--- src/rtl/tdnn_layer_seq.sv ---
// ---------------------------------------------------------------------------
// tdnn_layer_seq
//
// Time-multiplexed time-delay neural network layer. Each of NUM_SIGS input
// channels keeps a NUM_INPUTS-deep delay line. Every output neuron o is the
// weighted sum over all channels c and taps k of w[o][c][k]*x[c][k]. One
// shared signed multiply-accumulate is used, one product per cycle. The
// accumulator and the outputs saturate instead of wrapping.
//
// Ports
//   CLOCK_N    clock, all logic on the rising edge
//   RESET      synchronous active-high reset
//   SIG_IN     packed samples, channel c at [c*SIG_SIZE +: SIG_SIZE]
//   SIG_VALID  sample offered
//   SIG_READY  high in IDLE; a sample is taken when SIG_VALID & SIG_READY
//   wb_en      1 = weighted mode, 0 = bypass (sampled at accept)
//   WB_WE      weight write strobe (honoured in IDLE and DONE only)
//   WB_ADDR    weight index (o*NUM_SIGS + c)*NUM_INPUTS + k
//   WB_DATA    signed weight value, FRAC_BITS fraction bits
//   SIG_OUT    packed results, neuron o at [o*SIG_SIZE +: SIG_SIZE]
//   OUT_VALID  one-cycle pulse when SIG_OUT has been updated
// ---------------------------------------------------------------------------
module tdnn_layer_seq #(
    parameter int SIG_SIZE      = 16,
    parameter int WEIGHT_SIZE   = 16,
    parameter int ADDITION_SIZE = 32,
    parameter int NUM_INPUTS    = 3,
    parameter int NUM_SIGS      = 2,
    parameter int FRAC_BITS     = 8,
    localparam int NUM_W        = NUM_SIGS * NUM_SIGS * NUM_INPUTS,
    localparam int AW           = (NUM_W > 1) ? $clog2(NUM_W) : 1
) (
    input  logic                         CLOCK_N,
    input  logic                         RESET,
    input  logic [NUM_SIGS*SIG_SIZE-1:0] SIG_IN,
    input  logic                         SIG_VALID,
    output logic                         SIG_READY,
    input  logic                         wb_en,
    input  logic                         WB_WE,
    input  logic [AW-1:0]                WB_ADDR,
    input  logic [WEIGHT_SIZE-1:0]       WB_DATA,
    output logic [NUM_SIGS*SIG_SIZE-1:0] SIG_OUT,
    output logic                         OUT_VALID
);

    localparam int KW = (NUM_INPUTS > 1) ? $clog2(NUM_INPUTS) : 1;
    localparam int CW = (NUM_SIGS > 1) ? $clog2(NUM_SIGS) : 1;
    localparam int PW = SIG_SIZE + WEIGHT_SIZE;
    // Sum width: one guard bit above the wider of accumulator and product
    localparam int EW = ((PW > ADDITION_SIZE) ? PW : ADDITION_SIZE) + 1;

    localparam logic [KW-1:0] K_LAST = KW'(NUM_INPUTS - 1);
    localparam logic [CW-1:0] C_LAST = CW'(NUM_SIGS - 1);

    localparam logic signed [EW-1:0] ACC_MAX =
        {{(EW - ADDITION_SIZE + 1){1'b0}}, {(ADDITION_SIZE - 1){1'b1}}};
    localparam logic signed [EW-1:0] ACC_MIN = ~ACC_MAX;
    localparam logic signed [ADDITION_SIZE-1:0] SIG_MAX =
        {{(ADDITION_SIZE - SIG_SIZE + 1){1'b0}}, {(SIG_SIZE - 1){1'b1}}};
    localparam logic signed [ADDITION_SIZE-1:0] SIG_MIN = ~SIG_MAX;

    typedef enum logic [1:0] {
        IDLE = 2'd0,
        MAC  = 2'd1,
        DONE = 2'd2
    } state_t;

    state_t state_reg, state_next;

    logic signed [SIG_SIZE-1:0]      taps_reg [NUM_SIGS][NUM_INPUTS];
    logic signed [WEIGHT_SIZE-1:0]   weights_reg [NUM_W];
    logic signed [SIG_SIZE-1:0]      out_reg [NUM_SIGS];
    logic signed [ADDITION_SIZE-1:0] acc_reg;
    logic [AW-1:0]                   idx_reg;
    logic [KW-1:0]                   k_reg;
    logic [CW-1:0]                   c_reg;
    logic [CW-1:0]                   o_reg;

    logic signed [SIG_SIZE-1:0]      sig_in_ch [NUM_SIGS];
    logic [NUM_W-1:0]                we_vec;
    logic                            accept;
    logic                            wb_write_ok;
    logic                            last_ck;
    logic                            last_o;

    logic signed [SIG_SIZE-1:0]      tap_op;
    logic signed [WEIGHT_SIZE-1:0]   w_op;
    logic signed [PW-1:0]            prod;
    logic signed [EW-1:0]            sum_ext;
    logic signed [ADDITION_SIZE-1:0] acc_sat;
    logic signed [ADDITION_SIZE-1:0] acc_shift;
    logic signed [SIG_SIZE-1:0]      out_sat;

    // ---------------------------------------------------------------------
    // Channel unpacking, output packing and per-weight write enables
    // ---------------------------------------------------------------------
    generate
        for (genvar gi = 0; gi < NUM_SIGS; gi++) begin : g_chan
            assign sig_in_ch[gi] = SIG_IN[gi*SIG_SIZE +: SIG_SIZE];
            assign SIG_OUT[gi*SIG_SIZE +: SIG_SIZE] = out_reg[gi];
        end
        for (genvar gi = 0; gi < NUM_W; gi++) begin : g_we
            assign we_vec[gi] = wb_write_ok && (WB_ADDR == AW'(gi));
        end
    endgenerate

    assign accept      = SIG_VALID && (state_reg == IDLE);
    // Weights must not change while the MAC is reading them
    assign wb_write_ok = WB_WE && (state_reg != MAC)
                         && ({1'b0, WB_ADDR} < (AW + 1)'(NUM_W));
    assign last_ck     = (k_reg == K_LAST) && (c_reg == C_LAST);
    assign last_o      = (o_reg == C_LAST);

    // ---------------------------------------------------------------------
    // FSM
    // ---------------------------------------------------------------------
    always_ff @(posedge CLOCK_N) begin
        if (RESET) begin
            state_reg <= IDLE;
        end else begin
            state_reg <= state_next;
        end
    end

    always_comb begin
        state_next = state_reg;
        SIG_READY  = 1'b0;
        OUT_VALID  = 1'b0;
        case (state_reg)
            IDLE: begin
                SIG_READY = 1'b1;
                if (SIG_VALID) begin
                    state_next = wb_en ? MAC : DONE;
                end
            end
            MAC: begin
                if (last_ck && last_o) begin
                    state_next = DONE;
                end
            end
            DONE: begin
                OUT_VALID  = 1'b1;
                state_next = IDLE;
            end
            default: state_next = IDLE;
        endcase
    end

    // ---------------------------------------------------------------------
    // Multiply-accumulate datapath with saturation
    // ---------------------------------------------------------------------
    always_comb begin
        tap_op  = taps_reg[c_reg][k_reg];
        w_op    = weights_reg[idx_reg];
        prod    = PW'(tap_op) * PW'(w_op);
        sum_ext = EW'(acc_reg) + EW'(prod);
        if (sum_ext > ACC_MAX) begin
            acc_sat = ADDITION_SIZE'(ACC_MAX);
        end else if (sum_ext < ACC_MIN) begin
            acc_sat = ADDITION_SIZE'(ACC_MIN);
        end else begin
            acc_sat = ADDITION_SIZE'(sum_ext);
        end
        // Arithmetic shift floors toward -inf
        acc_shift = acc_sat >>> FRAC_BITS;
        if (acc_shift > SIG_MAX) begin
            out_sat = SIG_SIZE'(SIG_MAX);
        end else if (acc_shift < SIG_MIN) begin
            out_sat = SIG_SIZE'(SIG_MIN);
        end else begin
            out_sat = SIG_SIZE'(acc_shift);
        end
    end

    // Index counters: flat weight index plus k (fastest), c, o
    always_ff @(posedge CLOCK_N) begin
        if (RESET) begin
            acc_reg <= '0;
            idx_reg <= '0;
            k_reg   <= '0;
            c_reg   <= '0;
            o_reg   <= '0;
        end else if (accept) begin
            acc_reg <= '0;
            idx_reg <= '0;
            k_reg   <= '0;
            c_reg   <= '0;
            o_reg   <= '0;
        end else if (state_reg == MAC) begin
            idx_reg <= idx_reg + 1'b1;
            if (k_reg == K_LAST) begin
                k_reg <= '0;
                if (c_reg == C_LAST) begin
                    c_reg   <= '0;
                    o_reg   <= o_reg + 1'b1;
                    acc_reg <= '0;
                end else begin
                    c_reg   <= c_reg + 1'b1;
                    acc_reg <= acc_sat;
                end
            end else begin
                k_reg   <= k_reg + 1'b1;
                acc_reg <= acc_sat;
            end
        end
    end

    // Delay lines shift only on accept, so the MAC always sees post-shift taps
    always_ff @(posedge CLOCK_N) begin
        if (RESET) begin
            for (int c = 0; c < NUM_SIGS; c++) begin
                for (int k = 0; k < NUM_INPUTS; k++) begin
                    taps_reg[c][k] <= '0;
                end
            end
        end else if (accept) begin
            for (int c = 0; c < NUM_SIGS; c++) begin
                taps_reg[c][0] <= sig_in_ch[c];
                for (int k = 1; k < NUM_INPUTS; k++) begin
                    taps_reg[c][k] <= taps_reg[c][k-1];
                end
            end
        end
    end

    always_ff @(posedge CLOCK_N) begin
        if (RESET) begin
            for (int i = 0; i < NUM_W; i++) begin
                weights_reg[i] <= '0;
            end
        end else begin
            for (int i = 0; i < NUM_W; i++) begin
                if (we_vec[i]) begin
                    weights_reg[i] <= WB_DATA;
                end
            end
        end
    end

    // Bypass copies the fresh tap 0 (the incoming sample) straight out
    always_ff @(posedge CLOCK_N) begin
        if (RESET) begin
            for (int o = 0; o < NUM_SIGS; o++) begin
                out_reg[o] <= '0;
            end
        end else if (accept && !wb_en) begin
            for (int o = 0; o < NUM_SIGS; o++) begin
                out_reg[o] <= sig_in_ch[o];
            end
        end else if ((state_reg == MAC) && last_ck) begin
            out_reg[o_reg] <= out_sat;
        end
    end

endmodule

--- config.mk ---
export PLATFORM = sky130hd
export DESIGN_NAME = tdnn_layer_seq
export DESIGN_NICKNAME = d
export VERILOG_FILES = /design/src/rtl/tdnn_layer_seq.sv
export SDC_FILE = /design/constraint.sdc
export NUM_CORES = 1
export LEC_CHECK = 0
export ABC_AREA = 1
export CAP_MARGIN = 30
export CORE_MARGIN = 3
export CORE_UTILIZATION = 50
export DETAILED_ROUTE_END_ITERATION = 8
export GPL_ROUTABILITY_DRIVEN = 0
export PLACE_DENSITY = 0.63
export SKIP_LAST_GASP = 1
export SYNTH_ARGS = -nofsm -noshare
export SYNTH_HDL_FRONTEND = slang
export SYNTH_SLANG_ARGS = --single-unit
--- constraint.sdc ---
create_clock -name CLOCK_N -period 8.6 [get_ports CLOCK_N]
set_input_delay 0.86 -clock CLOCK_N [delete_from_list [all_inputs] [get_ports CLOCK_N]]
set_output_delay 0.86 -clock CLOCK_N [all_outputs]
set_load 0.02 [all_outputs]
# ---- Word level (Yosys, flattened, before mapping)
# Memory sizes are Yosys's and may differ from the RTL's. A register that Yosys moved wholly into a read port is not among the register bits.
# Cells that the tools add are included.
# W data, S select, Z words.
dict set report classes {
  add_sub_neg 5
  n_mul 1
  order_cmp 6
  eq_ne 17
  mux 92
  bitwise_logic 21
  reduce_logical 27
}
# op count
set op_table {}
lappend op_table {{$mux W16} 25}
lappend op_table {{$mux W32} 4}
lappend op_table {{$mux W1} 55}
lappend op_table {{$add A32 B32 Y33} 1}
lappend op_table {{$gt A33 B32 Y1 const B} 1}
lappend op_table {{$lt A33 B32 Y1 const B} 1}
lappend op_table {{$bmux W16 S2} 1}
lappend op_table {{$mul A16 B16 Y32} 1}
lappend op_table {{$gt A24 B16 Y1 const B} 1}
lappend op_table {{$lt A24 B16 Y1 const B} 1}
lappend op_table {{$or A1 B1 Y1} 20}
lappend op_table {{$logic_and A1 B1 Y1} 19}
lappend op_table {{$eq A4 B3 Y1 const B} 4}
lappend op_table {{$eq A4 B4 Y1 const B} 4}
lappend op_table {{$reduce_or A16 Y1} 1}
lappend op_table {{$eq A4 B2 Y1 const B} 2}
lappend op_table {{$mux W2} 4}
lappend op_table {{$mux W4} 2}
lappend op_table {{$add A4 B1 Y4 const B} 1}
lappend op_table {{$eq A2 B2 Y1 const B} 2}
lappend op_table {{$eq A4 B1 Y1 const B} 1}
lappend op_table {{$logic_not A4 Y1} 1}
lappend op_table {{$lt A4 B4 Y1 const B} 1}
lappend op_table {{$ne A2 B2 Y1 const B} 2}
lappend op_table {{12 further kinds} 14}
dict set report totals {
  ff_bits 42
  mem_bits_rw 320
  in_bits 57
  output_inout_bits 34
  wordCells 178
  n_memories 3
}
# memory depth word_bits rd rd_clocked_by_memory_dff write_ports line_no
set mem_list {}
lappend mem_list {weights_reg 12 16 1 1 12 71} ;# logic signed [WEIGHT_SIZE-1:0] weights_reg [NUM_W];
lappend mem_list {taps_reg 2 48 3 1 2 70} ;# logic signed [SIG_SIZE-1:0] taps_reg [NUM_SIGS][NUM_INPUTS];
lappend mem_list {out_reg 2 16 2 0 2 72} ;# logic signed [SIG_SIZE-1:0] out_reg [NUM_SIGS];

# ---- Depth between registers and ports, before layout
dict set report logic_depth {
  word_depth 13
  depth_mapped 46
  ltp_nobuf 42
}

# ---- Worst setup path after synthesis
# No wires, ideal clock.
dict set report synth_timing {
  kind {register -> register}
  startpoint {register (tool-made name)}
  endpoint {memory out_reg[1][10] (data pin)}
  setup_ps 254
  arrival_ps 7104
  setup_slack_ps 1243
  path_stages_with_launch 40
  path_buffers 4
  path_cell_list {dfxtp_1 -> buf_2 -> buf_1 -> a21oi_1 -> o21ai_0 -> o21ai_0 -> o221ai_1 -> nand2_1 -> inv_1 -> nor2_1 -> fa_1 -> inv_1 -> fa_1 -> inv_1 -> fa_1 -> fa_1 -> fa_1 -> inv_1 -> (+4 left out) -> nor2_1 -> nand2_1 -> nor2_2 -> nand2_1 -> nand2_1 -> nand2_2 -> nand2_4 -> nand2_4 -> buf_8 -> nand2_2 -> nand2_2 -> nand2_1 -> nor2_1 -> nand2_1 -> nand2_2 -> buf_6 -> nand3_1 -> nand2_1}
}
# item line_no
set synth_lines {}
lappend synth_lines {{end, declared} 72}

==> impl_metrics.tcl <==
set metrics [dict create \
    slowest_stage "fa_1" \
    clock_sinks 367 \
    grt_max_degree 97 \
    clock_path_buffers 3 \
    synth-edff-count 320 \
    synth_compound_area_share_pct 6.888 \
    tritoncts "done" \
    synth.area.top_cells "edfxtp_1 (35%), fa_1 (21%), inv_1 (8.4%)" \
    drcViolationCount 0 \
    syn_inst 3077 \
    synthMuxAreaShare_pct 1.689 \
    path_common_cell "nand2_1" \
    syn_to_final_growth_pct 13.62 \
    grt_pass1_vias 21770 \
    drv_cap 0 \
    hp-class "register to register" \
    startpoint_type "register" \
    status "finished, final reports clean" \
    crit_required_ns 8.92 \
    worst_pin_slew_ns 0.9694 \
    numPortBuffers 90 \
    ys_seq_area_share_pct 37.88 \
    worstPathArrival_ns 8.64 \
    die_y_um 242 \
    nets 3679 \
    clkLatencyLatePin_ns 0.57 \
    setup_viol 0 \
    synthXorXnorAreaFrac_pct 0.6605 \
    skew_ns 0.02073 \
    clk_pin_slew_ns 0.06 \
    synth-main-ff-cell "edfxtp_1" \
    crit_path_end_kind "register" \
    drt_wl_total_um 82400 \
    synthesis.nets 3535 \
    antennaDiodeCount 0 \
    fmax_mhz 120.1 \
    initialDrtViolationCount 2085 \
    vias 21580 \
    grt_pass1_wl_um 126800 \
    numCtsBuffers 39 \
    ys_types 46 \
    hpwl_um 62970 \
    crit_type "register to register" \
    syn_area_um2 27850 \
    num_rows 85 \
    core-area_um2 54450 \
    ios 91 \
    ys_ff_latch 367 \
    grt.total_usage_pct 28.01 \
    dr.pass1.iters 5 \
    yosysTopAreaCellShare_pct 34.51 \
    vias_per_cell 5.408 \
    slew_viol_final 0 \
    synth_simple_gate_area_share_pct 16.40 \
    crit_fanout 15 \
    hold_viol 0 \
    overflow 0 \
    async_flop_share_pct 0 \
    syn_avg_cell_area_um2 9.050 \
    die-area_um2 58560 \
    dieWidth_um 242 \
    synth_largest_area_cell "edfxtp_1" \
    final_layout_size_suffix_gt1_share_pct 7.259 \
    timing.final.crit_share_pct 96.84 \
    cts_root_buf "clkbuf_16" \
    ant_nets 0 \
    start_util_pct 51.14 \
    dp_cells 3909 \
    yosysWarnings 0 \
    maxSlewHeadroom_pct 35.37 \
    largest_reg_flops 192 \
    cts_max_level 2 \
    antenna_found_initial 0 \
    period_minus_slack_ns 8.328 \
    slowest_delay_ns 0.67 \
    wire_per_inst_um 20.65 \
    synth_top_family_by_area "adder cells" \
    synth_fa_ha_area_share_pct 26.08 \
    fin_cells 3990 \
]
## worst max-delay path, delay by kind of cell (launching register included)
kind            cells  cell delay (ns)
simple gates       15             1.67
fa+ha+maj           7             3.59
mux                 1             0.41
compound gates      3             0.73
flops               1             0.54
buf+inv             9             1.11
## cells in the final DEF (no fill, tap or decap), types with 8 or more instances in the layout
cell / n
inv_2: 9
buf_12: 9
a31oi_1: 22
o211ai_1: 45
inv_1: 623
xor2_1: 13
nand3_1: 61
a21oi_1: 107
nand2_1: 527
xnor2_1: 8
clkinv_2: 8
dfxtp_1: 44
clkbuf_16: 40
nand4_1: 8
clkinv_1: 18
edfxtp_1: 320
nor2_1: 509
a2bb2oi_1: 14
o21ai_0: 122
clkdlybuf4s50_1: 90
mux2i_1: 47
ha_1: 102
buf_4: 104
clkbuf_1: 9
nand2_2: 18
fa_1: 299
## stage by stage
step           hold slack, ns  setup slack [ns]  setup TNS (ns)  area, um2  util (%)
2_1_floorplan          0.4395             1.243               0      27850         -
3_3_place_gp           0.4476          -0.02800        -0.03990      30110     55.29
3_5_place_dp           0.4523           0.08011               0      30180     55.42
4_1_cts                0.4623           0.04532               0      31430     57.72
5_1_grt                0.4811         -0.006085       -0.006085      31640     58.11
6_report               0.4617            0.2717               0      31640     58.11
## path summary, 6_finish.rpt
path / startpoint / end / slack (ns) / cells past startpoint
hold / removal: last_o$_SDFFE_PP0P_ / last_o$_SDFFE_PP0P_ / 0.46 / 2
setup / recovery: register / out_reg[1][8]$_DFFE_PP_ / 0.27 / 35
hold reg to reg: last_o$_SDFFE_PP0P_ / last_o$_SDFFE_PP0P_ / 0.46 / 2
setup reg to reg: register / out_reg[1][8]$_DFFE_PP_ / 0.27 / 35
## timing repair
| item | CTS | global route |
|---|---|---|
| gates resized for setup | 0 | 14 |
| hold buffers | 0 | 0 |
| buffers inserted | 0 | 6 |
| endpoints found under the setup margin | 0 | 39 |
## cells in the mapped netlist (all sizes together) (2+ instances only)
master   number
a21oi       113
a2bb2oi      14
a31oi        22
and2          3
buf          33
clkbuf       75
clkinv       16
dfxtp        47
edfxtp      320
fa          299
ha          102
inv         633
mux2i        47
nand2       550
nand3        63
nand4         8
nor2        514
nor3          7
nor4          2
o211ai       45
o21a          3
o21ai       127
o21bai        5
o221ai        3
xnor2         8
xor2         13
## layout make-up
class                   count  area [um2]
inverters                 649        2447
flip-flops and latches    367       10560
clock buffers              51        1051
well taps                 739       924.6
repair buffers            210        2011
fillers                  4763       22810
clock inverters            20       200.2
multi-input cells        1953       14440
repair inverters            1       7.507
## metal layers
| metal | share of wire [%] | track usage, % | vias to the layer above |
|---|---|---|---|
| met1 | 42 | 39.60 | 10510 |
| met5 | 0 | 0 | - |
| met2 | 44 | 43.30 | 1050 |
| li1 | - | - | 9835 |
| met4 | 3.7 | 9.105 | 0 |
| met3 | 10 | 6.065 | 177 |
## logic make-up (layout without fill, tap and decap cells)
kind of cell,after synthesis,after routing
AND/OR/NAND/NOR,1150,1150
AO/OA/AOI/OAI,334,334
buffers and inverters,757,931
XOR/XNOR,21,21
adder cells (fa/ha/maj),401,401
multiplexers,47,47
flip-flops,367,367
Power is left out: the tool's default activity adds up to more than one toggle a clock period on the data nets, which glitch-free logic cannot reach.
